## src/rtl/store_buffer.sv

```systemverilog
// Posted-write buffer between MEM and dm: stores are accepted in the same cycle and drained in idle cycles, and loads are forwarded with zero latency.
// Backpressure: stall_o asserts for one cycle on a store while full, and the head drains in that same cycle.
module store_buffer #(
    parameter int DEPTH = 4,
    parameter int AW    = 7,
    parameter int DW    = 32
) (
    input  logic                     clk_i,
    input  logic                     rst_i,
    input  logic                     memRead_i,
    input  logic                     memWrite_i,
    input  logic [AW-1:0]            addr_i,
    input  logic [DW-1:0]            wData_i,
    output logic [DW-1:0]            rData_o,
    output logic                     stall_o,
    output logic [AW-1:0]            dmAddr_o,
    output logic                     dmMemRead_o,
    output logic                     dmMemWrite_o,
    output logic [DW-1:0]            dmWData_o,
    input  logic [DW-1:0]            dmRData_i,
    output logic [$clog2(DEPTH):0]   count_o
);

    localparam int PW = $clog2(DEPTH);
    localparam int CW = PW + 1;
    localparam logic [CW-1:0] FULL_CNT = CW'(DEPTH);

    logic [AW-1:0] r_addr [DEPTH];
    logic [DW-1:0] r_data [DEPTH];
    logic [PW-1:0] r_head;
    logic [PW-1:0] r_tail;
    logic [CW-1:0] r_count;

    logic          w_full;
    logic          w_push;
    logic          w_load;
    logic          w_drain;
    logic          w_hit;
    logic [DW-1:0] w_hit_data;
    logic [PW-1:0] w_idx;

    assign w_full  = (r_count == FULL_CNT);
    assign stall_o = !rst_i && memWrite_i && w_full;
    assign w_push  = !rst_i && memWrite_i && !w_full;
    // A simultaneous read+write is treated as a store, so the load path ignores it.
    assign w_load  = !rst_i && memRead_i && !memWrite_i;
    assign w_drain = !rst_i && (r_count != '0) && ((!memRead_i && !memWrite_i) || stall_o);
    assign count_o = r_count;

    // Walk from oldest to youngest so the last match found is the youngest.
    always_comb begin
        w_hit      = 1'b0;
        w_hit_data = '0;
        w_idx      = '0;
        for (int i = 0; i < DEPTH; i++) begin
            w_idx = r_head + PW'(i);
            if ((CW'(i) < r_count) && (r_addr[w_idx] == addr_i)) begin
                w_hit      = 1'b1;
                w_hit_data = r_data[w_idx];
            end
        end
    end

    always_comb begin
        rData_o      = '0;
        dmAddr_o     = '0;
        dmWData_o    = '0;
        dmMemRead_o  = 1'b0;
        dmMemWrite_o = 1'b0;
        if (w_drain) begin
            dmMemWrite_o = 1'b1;
            dmAddr_o     = r_addr[r_head];
            dmWData_o    = r_data[r_head];
        end else if (w_load) begin
            if (w_hit) begin
                rData_o = w_hit_data;
            end else begin
                dmMemRead_o = 1'b1;
                dmAddr_o    = addr_i;
                rData_o     = dmRData_i;
            end
        end
    end

    // Push and drain are mutually exclusive: draining requires the port to be idle or stalled.
    always_ff @(posedge clk_i) begin
        if (rst_i) begin
            r_head  <= '0;
            r_tail  <= '0;
            r_count <= '0;
        end else if (w_push) begin
            r_tail  <= r_tail + PW'(1);
            r_count <= r_count + CW'(1);
        end else if (w_drain) begin
            r_head  <= r_head + PW'(1);
            r_count <= r_count - CW'(1);
        end
    end

    always_ff @(posedge clk_i) begin
        if (w_push) begin
            r_addr[r_tail] <= addr_i;
            r_data[r_tail] <= wData_i;
        end
    end

endmodule

```

## config.mk

```make
export PLATFORM = sky130hd
export DESIGN_NAME = store_buffer
export DESIGN_NICKNAME = d
export VERILOG_FILES = /design/src/rtl/store_buffer.sv
export SDC_FILE = /design/constraint.sdc
export NUM_CORES = 1
export LEC_CHECK = 0
export ABC_CLOCK_PERIOD_IN_PS = 2600
export BUFFER_PORTS_ARGS = -buffer_cell sky130_fd_sc_hd__buf_4
export CORE_ASPECT_RATIO = 1.75
export CORE_UTILIZATION = 41
export DETAILED_ROUTE_END_ITERATION = 16
export MAX_ROUTING_LAYER = met4
export PLACE_DENSITY_LB_ADDON = 0.1
export SLEW_MARGIN = 0
export SYNTH_ARGS = -nofsm -noshare
export SYNTH_HDL_FRONTEND = slang
export SYNTH_SLANG_ARGS = --single-unit
export TNS_END_PERCENT = 20
```

## constraint.sdc

```tcl
create_clock -name clk_i -period 2.6 [get_ports clk_i]
set_input_delay 0.26 -clock clk_i [delete_from_list [all_inputs] [get_ports clk_i]]
set_output_delay 0.26 -clock clk_i [all_outputs]
set_load 0.01 [all_outputs]
```

After elaboration in Yosys (flattened, before gate mapping):

Memories as Yosys holds them, arrays and structs flattened. A register that Yosys moved wholly into a read port is not among the register bits.
Index checks and enable logic that the tools add are counted.
Widths: inputs -> output; s select.

* output and inout bits: 77
* memories: 2
* memory bits (writable): 156
* input bits: 75
* register bits after elaboration: 7

* reduce and logical (&&, ||, !) cells: 20
* $add $sub $neg: 6
* multiplexer cells: 27
* equal/unequal tests: 5
* bitwise logic cells: 1
* order comparisons: 4

Memory list
* r_data: depth 4, bits a word 32, rd ports 4, clocked after memory_dff 1, wr ports 1, line 29 `logic [DW-1:0] r_data [DEPTH];`
* r_addr: depth 4, bits a word 7, rd ports 4, clocked after memory_dff 1, wr ports 1, line 28 `logic [AW-1:0] r_addr [DEPTH];`

Operators with widths (number)
* $mux 32: 8
* $eq 7x7->1: 4
* $mux 7: 3
* $logic_and 1x1->1: 12
* $mux 1: 10
* $mux 2: 4
* $lt 1x3->1 const A: 2
* $lt 2x3->1 const A: 2
* $mux 3: 2
* $add 2x1->2 const B: 2
* $add 2x2->2 const B: 2
* $logic_not 1->1: 4
* $add 3x1->3 const B: 1
* $eq 3x3->1 const B: 1
* $reduce_bool 3->1: 1
* $sub 3x1->3 const B: 1
* $reduce_and 2->1: 1
* $reduce_bool 2->1: 1
* $logic_or 1x1->1: 1
* $not 1->1: 1

Depth between registers and ports, before layout:

An unclocked memory read counts as a cell.

* depth in word-level cells: 10
* depth in mapped cells: 12
* mapped depth without buffers: 8

Worst setup path before layout:

Ideal clock, no wire load.

* kind: flip-flop to output port
* start: register r_head[1]
* end: output rData_o[12]
* slack: -94 ps
* data required time: 2340 ps
* arrival time: 2434 ps
* stages on the path, launching flop included: 12
* path buffers: 4
* path through: dfxtp_1 buf_4 buf_2 mux4_2 xor2_1 nor4_2 nand2_2 nand4_2 buf_4 buf_4 o21ai_1 a31oi_1

* cells in the longest elaborated chain, start to end: 10
* elaborated cells between the ends (all ways): 20
* those cells by class: 3 x add/sub; 3 x eq/ne; 9 x mux; 3 x reduce/logical; 2 x memory

RTL lines
* start: declaration: line 30 `logic [PW-1:0] r_head;`
* start signal: assignment: line 95 `r_head <= r_head + PW'(1);`
* $add 2x1->2: line 56 `w_idx = r_head + PW'(i);`
* $mem_v2 4x7
* $eq 7x7->1: line 57 `if ((CW'(i) < r_count) && (r_addr[w_idx] == addr_i)) begin`
* $logic_and 1x1->1: line 57
* $mux 32 or $mux 1 (tied branches) (3 in series): line 57
* $mux 32 *: line 75 `if (w_hit) begin`
* $mux 32 *: line 74 `end else if (w_load) begin`
* $mux 32 *: line 70 `if (w_drain) begin`
* end: declaration: line 14 `output logic [DW-1:0] rData_o,`

Every way passes the cells marked *; elsewhere a longest branch is shown, timed or not.

Final worst setup path:

* start: register r_head[1]
* end: output rData_o[16]

The elaborated chain is that of the path after synthesis.

==> run metrics <==
CP Capture Type=output pin; vias in the first global route=9233; warning count from the yosys run=0; commonest non-fill, non-tap cells in the layout=buf_4, edfxtp_1, mux4_2; Synth Cell Area=11300 um^2; share of cells above drive strength 1=0.534; Final Max Tran Viols=0; Seq/Total Area, Yosys=0.432; Achievable Freq=285 MHz; sequential cell area=4880 um^2; first-pass GRT wire length=52900 um; Core ar.=26800 um^2; Netlist cell types=46; Power Dens Cells=462 nW/um^2; ys flop type=edfxtp_1; Max IR drop VDD=484 uV; Iteration-0 DRC Markers=565; Hold WC Path Type=in -> reg; outcome=complete, but fails checks; wire per inst=25.3 um; worst clock skew=0.00868 ns; worst-margin pin slew=0.745 ns; initial core utilization=0.420; clock sinks=165; global route total overflow=0; Non-Filler Instances=1387; Arr. time, crit path=3.25 ns; Slew headroom=0.503; total wire length=35100 um; critical path required time=2.34 ns; crit-path max FO=11; Largest stage delay, worst path=0.53 ns; Yosys reg bits=165; worst skew pair latency=0.45 ns; Final Hold Fails=0; Final period util=1.35; port bufs=151; TritonCTS buffer count=17; max cap viols=0; Worst path most repeated cell=buf_6; fin crit period=3.51 ns; most common cell after layout, fill and taps aside=buf_4; Static Leakage=5.19 nW; nature of the critical path startpoint=flop; nets=1092; crit path setup slack, layout=-0.907 ns; Avg Synthesized Cell Area=14.6 um^2; placed cell count=1294; Vias/cell=6.25; GRT Overall Usage=0.262; RePlAce Congestion=0.848; area of the multi-input gates=6310 um^2; via count=8666; die area=28100 um^2; Synth-to-Final Area Change=34.2%; EDFF count, synth=156; worst hold slack=0.0162 ns; cell count after synthesis=768; 1st-pass router iterations=7; Final ANT Viol Nets=0; largest net degree at the start of global routing=58; Fin Setup TNS=-30.81 ns; Synthesized Nets=851; CP Class=reg -> out; clock root buffer=clkbuf_16; die width=127 um; Longest Clk Path Bufs=2; Setup violations, final=40; pre-CTS setup slack=-0.657 ns; failing checks=setup timing; die height=221 um; clk slew on worst S/H paths=0.06 ns; Final Util=0.564; CTS tree=yes; RSZ-0062 raised after global routing=yes; Layout fillers=2217; hpwl dp=22500 um; initial antenna violation count=3; Core Rows=79; crit-path cells=buf_6 > mux4_2 > xnor2_2 > o2111a_2 > buf_6 > and2_4 > buf_12 > nor3b_1 > o31ai_1 > a31oi_1 > buf_4; I/O pins=152; slowest cell on the critical path=mux4_2; maximum level of the CTS H-tree=4; fraction of registers with async set/reset=0; Residual DRC=0
-- report_power, final --
part	leakage [nW]	switching, mW	internal (mW)	total, mW
Sequential	1.49	0.0822	3.01	3.09
Combinational	3.43	0.626	0.730	1.36
Clock	0.264	1.04	1.49	2.54
Total	5.19	1.75	5.23	6.98
-- sequential cells by signal, summed over array words and instances, names as in the netlist, named ones only --
| register | count |
|---|---|
| count_o | 3 |
| r_addr | 28 |
| r_data | 128 |
| r_head | 2 |
| r_tail | 2 |
-- metrics by stage --
step                      area, um^2  total power, mW
final                          15100             6.98
after global routing           15100             7.20
after CTS                      14700             6.97
after detailed placement       13400             4.37
after global placement         13400             4.34
after floorplan                11300             3.88
-- critical path: cells and delay by family, from the launching register on --
family	cells	cell delay, ns
flip-flops	1	0.41
multiplexers	1	0.53
AO/OA/AOI/OAI	3	0.76
AND/OR/NAND/NOR	2	0.27
XOR/XNOR	1	0.19
buffers and inverters	4	0.62
-- routing by layer --
layer,wire length (um),track usage,vias to the layer above
met4,1660,0.137,0
met3,1670,0.0307,113
met5,0,-,-
met2,19500,0.468,404
li1,-,-,3666
met1,12300,0.283,4483
-- area by class of cell --
cell class / instances / area share
Clock buffer: 21 / 0.0292
Tap cell: 364 / 0.0302
Antenna cell: 2 / 0.000331
Multi-Input combinational cell: 515 / 0.418
Clock inverter: 10 / 0.00878
Inverter: 4 / 0.000994
Sequential cell: 165 / 0.323
Timing Repair Buffer: 306 / 0.190
-- Yosys cell counts, types with 2 or more instances --
| library cell | count | area share |
|---|---|---|
| edfxtp_1 | 156 | 0.42 |
| mux4_2 | 144 | 0.29 |
| and2_1 | 37 | 0.021 |
| nand2_1 | 37 | 0.012 |
| clkbuf_1 | 36 | 0.012 |
| o21a_1 | 33 | 0.022 |
| and3_1 | 32 | 0.018 |
| o31ai_1 | 32 | 0.021 |
| a31oi_1 | 31 | 0.017 |
| nor3b_1 | 31 | 0.021 |
| buf_2 | 27 | 0.012 |
| xor2_1 | 24 | 0.019 |
| o21ai_0 | 23 | 0.010 |
| buf_6 | 11 | 0.011 |
| o21ai_1 | 11 | 0.0049 |
| xnor2_1 | 10 | 0.0078 |
| dfxtp_1 | 9 | 0.016 |
| nor2_1 | 9 | 0.0030 |
| ha_1 | 8 | 0.0089 |
| mux4_1 | 8 | 0.019 |
| a22o_1 | 7 | 0.0054 |
| a21oi_1 | 6 | 0.0027 |
| buf_1 | 6 | 0.0020 |
| mux2i_1 | 6 | 0.0053 |
| buf_4 | 4 | 0.0027 |
| inv_1 | 4 | 0.0013 |
| nor2b_1 | 3 | 0.0017 |
| nor3_1 | 3 | 0.0013 |
| nor4_1 | 2 | 0.0011 |
| nor4_2 | 2 | 0.0022 |
-- timing repair --
item	CTS	global route
setup buffers	23	12
pin swaps	48	40
setup endpoints to repair	52	71
hold buffers	21	0
hold endpoints to repair	81	0
resized for setup	68	64
gates cloned	2	3
-- path summary, 6_finish.rpt --
path / start / to / slack (ns) / cells past startpoint
min reg2reg: r_tail[1]$_SDFFE_PP0P_ / r_tail[1]$_SDFFE_PP0P_ / 0.57 / 2
max: r_head[1]$_SDFFE_PP0P_ / rData_o[16] / -0.91 / 11
max reg2reg: count_o[1]$_SDFFE_PP0P_ / count_o[2]$_SDFFE_PP0P_ / 0.63 / 9
min: wData_i[16] / r_data[3][16]$_DFFE_PP_ / 0.02 / 1
-- cell families (layout without fill, tap and decap cells) --
group / Yosys count / after routing / synth area share
AND/OR/NAND/NOR: 164 / 164 / 0.0882
multiplexers: 159 / 159 / 0.313
adder cells (fa/ha/maj): 8 / 8 / 0.00890
XOR/XNOR: 34 / 34 / 0.0265
AO/OA/AOI/OAI: 150 / 150 / 0.0897
buffers and inverters: 88 / 341 / 0.0410
flip-flops: 165 / 165 / 0.432
other: 0 / 2 / 0
(Power assumes the default switching activity.)
